===== src/rtl/wb_drain_monitor.sv =====
// Tracks per-PE reference-particle writebacks and the ring drain that follows them.
// Optional WB_INFLIGHT_CNT_EN: gate drain completion on an in-flight packet counter.
module wb_drain_monitor #(
  parameter int NUM_CELLS    = 64,
  parameter int DRAIN_CYCLES = 64,
  parameter int MAX_INFLIGHT = 256,
  parameter int CNT_W        = $clog2(MAX_INFLIGHT + 1)
) (
  input  logic                 clk,
  input  logic                 rst,
  input  logic [NUM_CELLS-1:0] ref_wb_issued,
  input  logic                 goto_next_ref,
  input  logic                 clear,
  input  logic [NUM_CELLS-1:0] inject_valid,
  input  logic [NUM_CELLS-1:0] deliver_valid,
  output logic                 all_ref_wb_issued,
  output logic                 interconnect_empty,
  output logic [9:0]           drain_counter,
  output logic [CNT_W-1:0]     inflight_count,
  output logic                 inflight_err
);

  typedef enum logic [1:0] {
    COLLECT = 2'd0,
    DRAIN   = 2'd1,
    EMPTY   = 2'd2
  } state_t;

  localparam logic [9:0] DC_MAX = 10'(DRAIN_CYCLES - 1);

  state_t               state;
  state_t               state_nxt;
  logic [NUM_CELLS-1:0] r_issued;
  logic [NUM_CELLS-1:0] issued_nxt;
  logic [NUM_CELLS-1:0] issued_merged;
  logic [9:0]           drain_nxt;
  logic                 drain_done;

`ifdef WB_INFLIGHT_CNT_EN
  localparam int PC_W  = $clog2(NUM_CELLS + 1);
  localparam int SUM_W = ((CNT_W > PC_W) ? CNT_W : PC_W) + 2;
  localparam logic signed [SUM_W-1:0] MAX_S = SUM_W'(MAX_INFLIGHT);

  function automatic logic [PC_W-1:0] popcount(input logic [NUM_CELLS-1:0] v);
    logic [PC_W-1:0] n;
    n = '0;
    for (int i = 0; i < NUM_CELLS; i++) begin
      n = n + PC_W'(v[i]);
    end
    return n;
  endfunction

  // Returns {range_error, clamped_count}.
  function automatic logic [CNT_W:0] sat_inflight(input logic signed [SUM_W-1:0] s);
    if (s[SUM_W-1]) begin
      return {1'b1, {CNT_W{1'b0}}};
    end
    if (s > MAX_S) begin
      return {1'b1, CNT_W'(MAX_INFLIGHT)};
    end
    return {1'b0, s[CNT_W-1:0]};
  endfunction

  logic signed [SUM_W-1:0] inflight_sum;
  logic [CNT_W:0]          inflight_sat;

  // Full-width signed sum so a transient negative or overflowing total is visible.
  always_comb begin
    inflight_sum = $signed({{(SUM_W-CNT_W){1'b0}}, inflight_count})
                 + $signed({{(SUM_W-PC_W){1'b0}}, popcount(inject_valid)})
                 - $signed({{(SUM_W-PC_W){1'b0}}, popcount(deliver_valid)});
    inflight_sat = sat_inflight(inflight_sum);
  end

  always_ff @(posedge clk or negedge rst) begin
    if (!rst) begin
      inflight_count <= '0;
      inflight_err   <= 1'b0;
    end else if (clear) begin
      inflight_count <= '0;
      inflight_err   <= 1'b0;
    end else begin
      inflight_count <= inflight_sat[CNT_W-1:0];
      inflight_err   <= inflight_err | inflight_sat[CNT_W];
    end
  end

  assign drain_done = (inflight_count == '0) && !(|inject_valid);
`else
  logic unused_inflight;
  assign unused_inflight    = ^{inject_valid, deliver_valid};
  assign inflight_count     = '0;
  assign inflight_err       = 1'b0;
  assign drain_done         = 1'b1;
`endif

  assign issued_merged = r_issued | ref_wb_issued;

  always_comb begin
    state_nxt  = state;
    issued_nxt = r_issued;
    drain_nxt  = drain_counter;
    if (clear || goto_next_ref) begin
      state_nxt  = COLLECT;
      issued_nxt = '0;
      drain_nxt  = '0;
    end else begin
      unique case (state)
        COLLECT: begin
          issued_nxt = issued_merged;
          if (&issued_merged) begin
            state_nxt = DRAIN;
            drain_nxt = '0;
          end
        end
        DRAIN: begin
          if (drain_counter == DC_MAX) begin
            if (drain_done) state_nxt = EMPTY;
          end else begin
            drain_nxt = drain_counter + 10'd1;
          end
        end
        EMPTY: begin
          state_nxt = EMPTY;
        end
        default: begin
          state_nxt = COLLECT;
          issued_nxt = '0;
          drain_nxt  = '0;
        end
      endcase
    end
  end

  always_ff @(posedge clk or negedge rst) begin
    if (!rst) begin
      state         <= COLLECT;
      r_issued      <= '0;
      drain_counter <= '0;
    end else begin
      state         <= state_nxt;
      r_issued      <= issued_nxt;
      drain_counter <= drain_nxt;
    end
  end

  assign all_ref_wb_issued  = (state == DRAIN) || (state == EMPTY);
  assign interconnect_empty = (state == EMPTY);

endmodule

===== config.mk =====
export PLATFORM = sky130hd
export DESIGN_NAME = wb_drain_monitor
export DESIGN_NICKNAME = d
export VERILOG_FILES = /design/src/rtl/wb_drain_monitor.sv
export SDC_FILE = /design/constraint.sdc
export NUM_CORES = 1
export LEC_CHECK = 0
export ABC_AREA = 1
export CAP_MARGIN = 0
export CORE_AREA = 4 4 109 111
export DETAILED_ROUTE_END_ITERATION = 16
export DIE_AREA = 0 0 113 115
export DONT_BUFFER_PORTS = 1
export HOLD_SLACK_MARGIN = 0.1
export PLACE_DENSITY_LB_ADDON = 0.2
export SETUP_SLACK_MARGIN = 0.05
export SYNTH_ARGS = -nofsm -noshare
export SYNTH_HDL_FRONTEND = slang
export SYNTH_SLANG_ARGS = --single-unit

===== constraint.sdc =====
create_clock -name clk -period 1.9 [get_ports clk]
set_input_delay 0.095 -clock clk [delete_from_list [all_inputs] [get_ports clk]]
set_output_delay 0.095 -clock clk [all_outputs]
set_load 0.02 [all_outputs]

Word-level counts from Yosys, hierarchy flattened. Cells that the tools add are included.

Output and inout bits: 22. Bits in registers: 76. Logic and storage cells: 30. Input bits: 196.

Equality and inequality tests: 8. Bitwise operators: 1. Muxes and demuxes: 10. Reduce and logical (&&, ||, !) cells: 7. Add/subtract/negate cells: 1.

Operators with widths (count): one-hot mux 64 bit (2 select lines) (1); two-way mux 64 bit (1); OR 64 bit (1); AND reduction 64 bit (1); two-way mux 10 bit (3); one-hot mux 10 bit (3 select lines) (1); adder 10 x 1 -> 10 bit, second input constant (1); equality test 10 x 6 -> 1 bit, second input constant (1); inequality test 3 bit, second input constant (3); two-way mux 2 bit (3); one-hot mux 2 bit (3 select lines) (1); inequality test 2 x 1 -> 1 bit, second input constant (2); AND reduction 3 bit (1); equality test 2 x 1 -> 1 bit, second input constant (1); equality test 2 bit, second input constant (1); logical NOT 2 bit (1); logical OR 1 bit (2); AND reduction 2 bit (1); OR reduction 2 bit (1).

Depth between registers and ports, before layout.
Depth after elaboration: 5. Gate-level depth with buffers: 11. Gate-level depth less buffers: 11.

Least setup slack after synthesis. Ideal clock, no wire load.

Kind: register to register. From: register state[0]. To: register r_issued[0]. Data arrival time: 1545 ps. Data required time: 1790 ps. Stages on the path, launching flop included: 6. Period minus slack after synthesis: 1655 ps. Slack: 245 ps. Library setup time: 110 ps. Path buffers: 2. Cells stage by stage: dfrtp_1 -> inv_1 -> ha_1 -> clkbuf_1 -> clkbuf_1 -> o41ai_1.

Longest elaborated chain between the ends: 4. Elaborated cells between the ends (all ways): 7. Those cells by class: eq/ne (3); mux (2); reduce/logical (2).

Ends and longest elaborated chain: start, declared (RTL line 31) `state_t state;`; start signal, assigned (RTL line 141) `state <= state_nxt;`; equality test 2 bit or equality test 2 x 1 -> 1 bit (tied branches) (RTL line 108) `unique case (state)`; OR reduction 2 bit (no line); one-hot mux 64 bit (2 select lines) (RTL line 108); two-way mux 64 bit (RTL line 103) `if (clear || goto_next_ref) begin`; end signal, assigned (RTL line 142) `r_issued <= issued_nxt;`; end, declared (RTL line 33) `logic [NUM_CELLS-1:0] r_issued;`.

Several ways; a longest one is shown, not always the timed one. A chain may end at the register's enable or synchronous reset.

Worst setup path in the final report. Ends and elaborated chain as after synthesis.

==> results.txt <==
The dominant delay contributor by cell family on the critical path is flip-flops. The worst slack after detailed placement is ~0.23 ns. The total I/O pin count is 218. The setup clock skew after layout came out at approximately 0.013 ns.

The setup fix buffers added after clock tree synthesis came out at 0. The maximum number of pins on one net before global-route repair came out at 77. The number of global-route vias before repair came to approximately 3,600.

The worst setup path is captured at a flip-flop. The total number of vias is ~3,500. The ratio of routed vias to standard cells came out at ~5.2. The power spent charging and discharging nets is ~1100 uW.

The count of distinct cell types in the synthesized netlist is 24. The total DRC errors in the routed layout came out at 0. CTS built an H-tree with a depth of 3.

The power share of the combinational group came out at 0.189. The latest clock arrival within the worst-skew pair came out at between 0.3 and 0.4 ns. The total number of placement rows is 38. The total iterations of the first detailed-routing run came out at 4. Max-cap violations in this run came to 0. The critical path goes through inv_1 > ha_2 > inv_1 > nor2_4 > buf_12 > nand2_1 > o41ai_1. The CTS sink count came out at 76. The start of the worst register-to-register path is state[0].

The worst reg-to-reg path cell count came out at 7. On the critical path, the stage with the largest delay is an instance of dfrtp_1. Measured along the x axis, the die boundary spans between 100 and 150 um. The highest clock rate is approximately 600 MHz. The global-route wire length before repair came out at 16.8 mm. For this design the ratio of total power to cell area is roughly 750 nW/um^2. The worst endpoint data arrival time is 1.87 ns. The number of endpoints failing setup at the final stage came out at 0. The total track usage is 0.158.

The total die area is between 10,000 and 15,000 um^2. TritonCTS built the clock tree. The number of hold buffers added after CTS is 64. The worst hold slack after final layout is -0.559 ns. Compared with the post-synthesis result, the final layout area differs by 25.5%. Of the cells placed in the final design, the portion with a size suffix greater than 1 is 0.0833. The worst-case clock buffer depth came out at 2.

The sum of net half-perimeters after detailed placement is between 6 and 7 mm. Port buffering added 0 buffers. The final cycle utilization of the critical path is 0.881. The remaining antenna violation count is 0. The endpoint required time on the critical path came out at 2.10 ns. Summing every instance area after synthesis gives 3880 um^2. The total congestion overflow after global routing came out at 0. In this run the vertical extent of the chip is roughly 120 um.

The clock root buffer is clkbuf_8. The number of hold-slack violations in the final timing report was 76. The total of flip-flops plus latches after synthesis came out at 76. The relative contribution of sequential cells to total power is 0.487. The net switching share of the total power came out at 0.298. For this configuration, the core starts out at a cell density of 0.360. Wires add up to around 10 mm.

The congestion estimate from routability-driven global placement came to 0.771. The number of buffers and inverters on the critical path is 3. The internal power of the cells totals roughly 2600 uW.

The critical path's largest stage delay is between 0.3 and 0.4 ns. The type of the worst setup path is flip-flop to flip-flop. The clock period could shrink to 1.67 ns. The checks that failed: negative hold slack. Counting every instance in the synthesized netlist gives around 470. In the final routed layout, each cell accounts on average for between 15 and 20 um.

The worst-path maximum fanout came out at 34. The worst-case IR drop observed on VDD is about 0.41 mV. The number of antenna violations at the first check in global routing came out at 1. The flow ran to the end, but the final reports show violations. Of the synthesized area, sequential elements account for 0.490. In the final timing run, aggregate negative setup slack is 0 ns. In this run the standard cell core region covers between 10,000 and 15,000 um^2. The max-slew violation count is 0. The net count reported at finish came out at slightly above 700. The total clock buffers created by CTS is 9.

The Yosys step of the flow raised 0 warnings. By instance count, the cell type seen most on the critical path is inv_1. The cell leakage power came out at ~0.0021 uW.

The mean instance size in the synthesized netlist came out at slightly above 8 um^2. The violation count after the first detailed-routing iteration is 200. The clock-pin transition on the worst setup and hold timing paths came out at 0.08 ns. The type of the tightest min-delay check is input port to asynchronous set/reset pin. The smallest setup slack after layout came out at about 0.23 ns. Setup repair after global routing left no endpoint under its margin.

Of the total power, the clock network draws 0.324. The number of logic stages on the critical path including buffering is 7. The start point of the critical path is state[0]. STA classifies the critical path startpoint as a flip-flop.
layer usage:
layer	vias to the layer above	share of wire	global-route usage
li1	1706	-	-
met1	1650	0.46	0.209
met2	117	0.44	0.246
met3	16	0.077	0.0426
met4	0	0.019	0.0673
met5	-	0	0
synth_stat cells:
cell / number / area (um^2)
nand2_4: 1 / 11.3
dfrtp_1: 76 / 1900
conb_1: 1 / 3.75
a21oi_1: 4 / 20.0
clkbuf_1: 10 / 37.5
nor3_1: 1 / 5.00
nand3_2: 5 / 50.1
a22oi_1: 1 / 7.51
a31o_2: 1 / 8.76
xor2_1: 1 / 8.76
ha_1: 4 / 50.1
nand3_1: 10 / 50.1
buf_1: 6 / 22.5
buf_2: 12 / 60.1
nor2_2: 2 / 12.5
o21ai_0: 4 / 20.0
buf_6: 2 / 22.5
nand2_1: 120 / 450
o41ai_1: 64 / 561
nor3b_1: 2 / 15.0
nor2_1: 119 / 447
buf_4: 10 / 75.1
nand2_2: 1 / 6.26
inv_1: 10 / 37.5
registers in the layout, summed over array words and instances, names as in the netlist:
signal / count
state: 2
r_issued: 64
drain_counter: 10
worst reg2reg max path, delay by kind of cell, from the launching register on:
kind,cells,cell delay [ns]
compound gates,1,0.09
simple gates,2,0.33
buf+inv,3,0.37
flops,1,0.38
fa+ha+maj,1,0.37
final timing paths:
kind,endpoint,slack (ns)
setup / recovery,r_issued[0],0.23
min in group clk,r_issued[51],0.16
hold / removal,r_issued[50],-0.56
max in group asynchronous,r_issued[62],2.29
hold reg to reg,r_issued[32],0.48
setup reg to reg,r_issued[0],0.23
layout make-up:
type / count / area (um^2)
Antenna cell: 1 / 2.50
Multi-Input combinational cell: 350 / 1780
Tap cell: 140 / 175
Clock buffer: 9 / 124
Sequential cell: 76 / 1900
Inverter: 10 / 37.5
Timing Repair Buffer: 78 / 796
Fill cell: 1022 / 5920
Clock inverter: 5 / 55.1
power by group through the flow:
stage	combinational [uW]	clock, uW	sequential, uW
CTS	689	1230	1780
floorplan	440	0	1800
finish	693	1190	1780
detailed placement	579	0	1810
global placement	565	0	1810
global route	762	1290	1800
metrics by stage:
step,utilization,power [uW],hold slack [ns],std cells,cell area (um^2)
2_1_floorplan,-,2240,-0.201,476,3920
3_3_place_gp,0.374,2370,-0.197,590,4040
3_5_place_dp,0.374,2390,-0.198,590,4040
4_1_cts,0.450,3700,-0.582,668,4860
5_1_grt,0.452,3850,-0.592,669,4870
6_report,0.452,3660,-0.559,669,4870
layout by cell type, fill, tap and decap left out, types with 5 or more instances in the layout:
master,count
dfrtp_1,76
conb_1,10
o41ai_1,64
nand3_1,10
buf_4,10
dlygate4sd3_1,64
inv_1,8
nand3_2,5
nor2_1,117
nand2_1,120
clkbuf_8,9
what timing repair did:
| item | CTS | global route |
|---|---|---|
| gates resized for setup | 0 | 3 |
| endpoints found under the setup margin | 0 | 10 |
| hold endpoints to repair | 140 | 76 |
cell families (layout without fill, tap and decap cells):
| kind of cell | Yosys count | count (layout) | synth area share |
|---|---|---|---|
| and+or+nand+nor | 261 | 261 | 0.270 |
| DFF | 76 | 76 | 0.490 |
| AOI/OAI and AO/OA | 74 | 74 | 0.159 |
| buffers and inverters | 50 | 102 | 0.0657 |
| adders and majority gates | 4 | 4 | 0.0129 |
| other | 1 | 11 | 0.000966 |
| xor gates and xnor gates | 1 | 1 | 0.00226 |
Note: power is estimated with default switching activity, not from simulation.
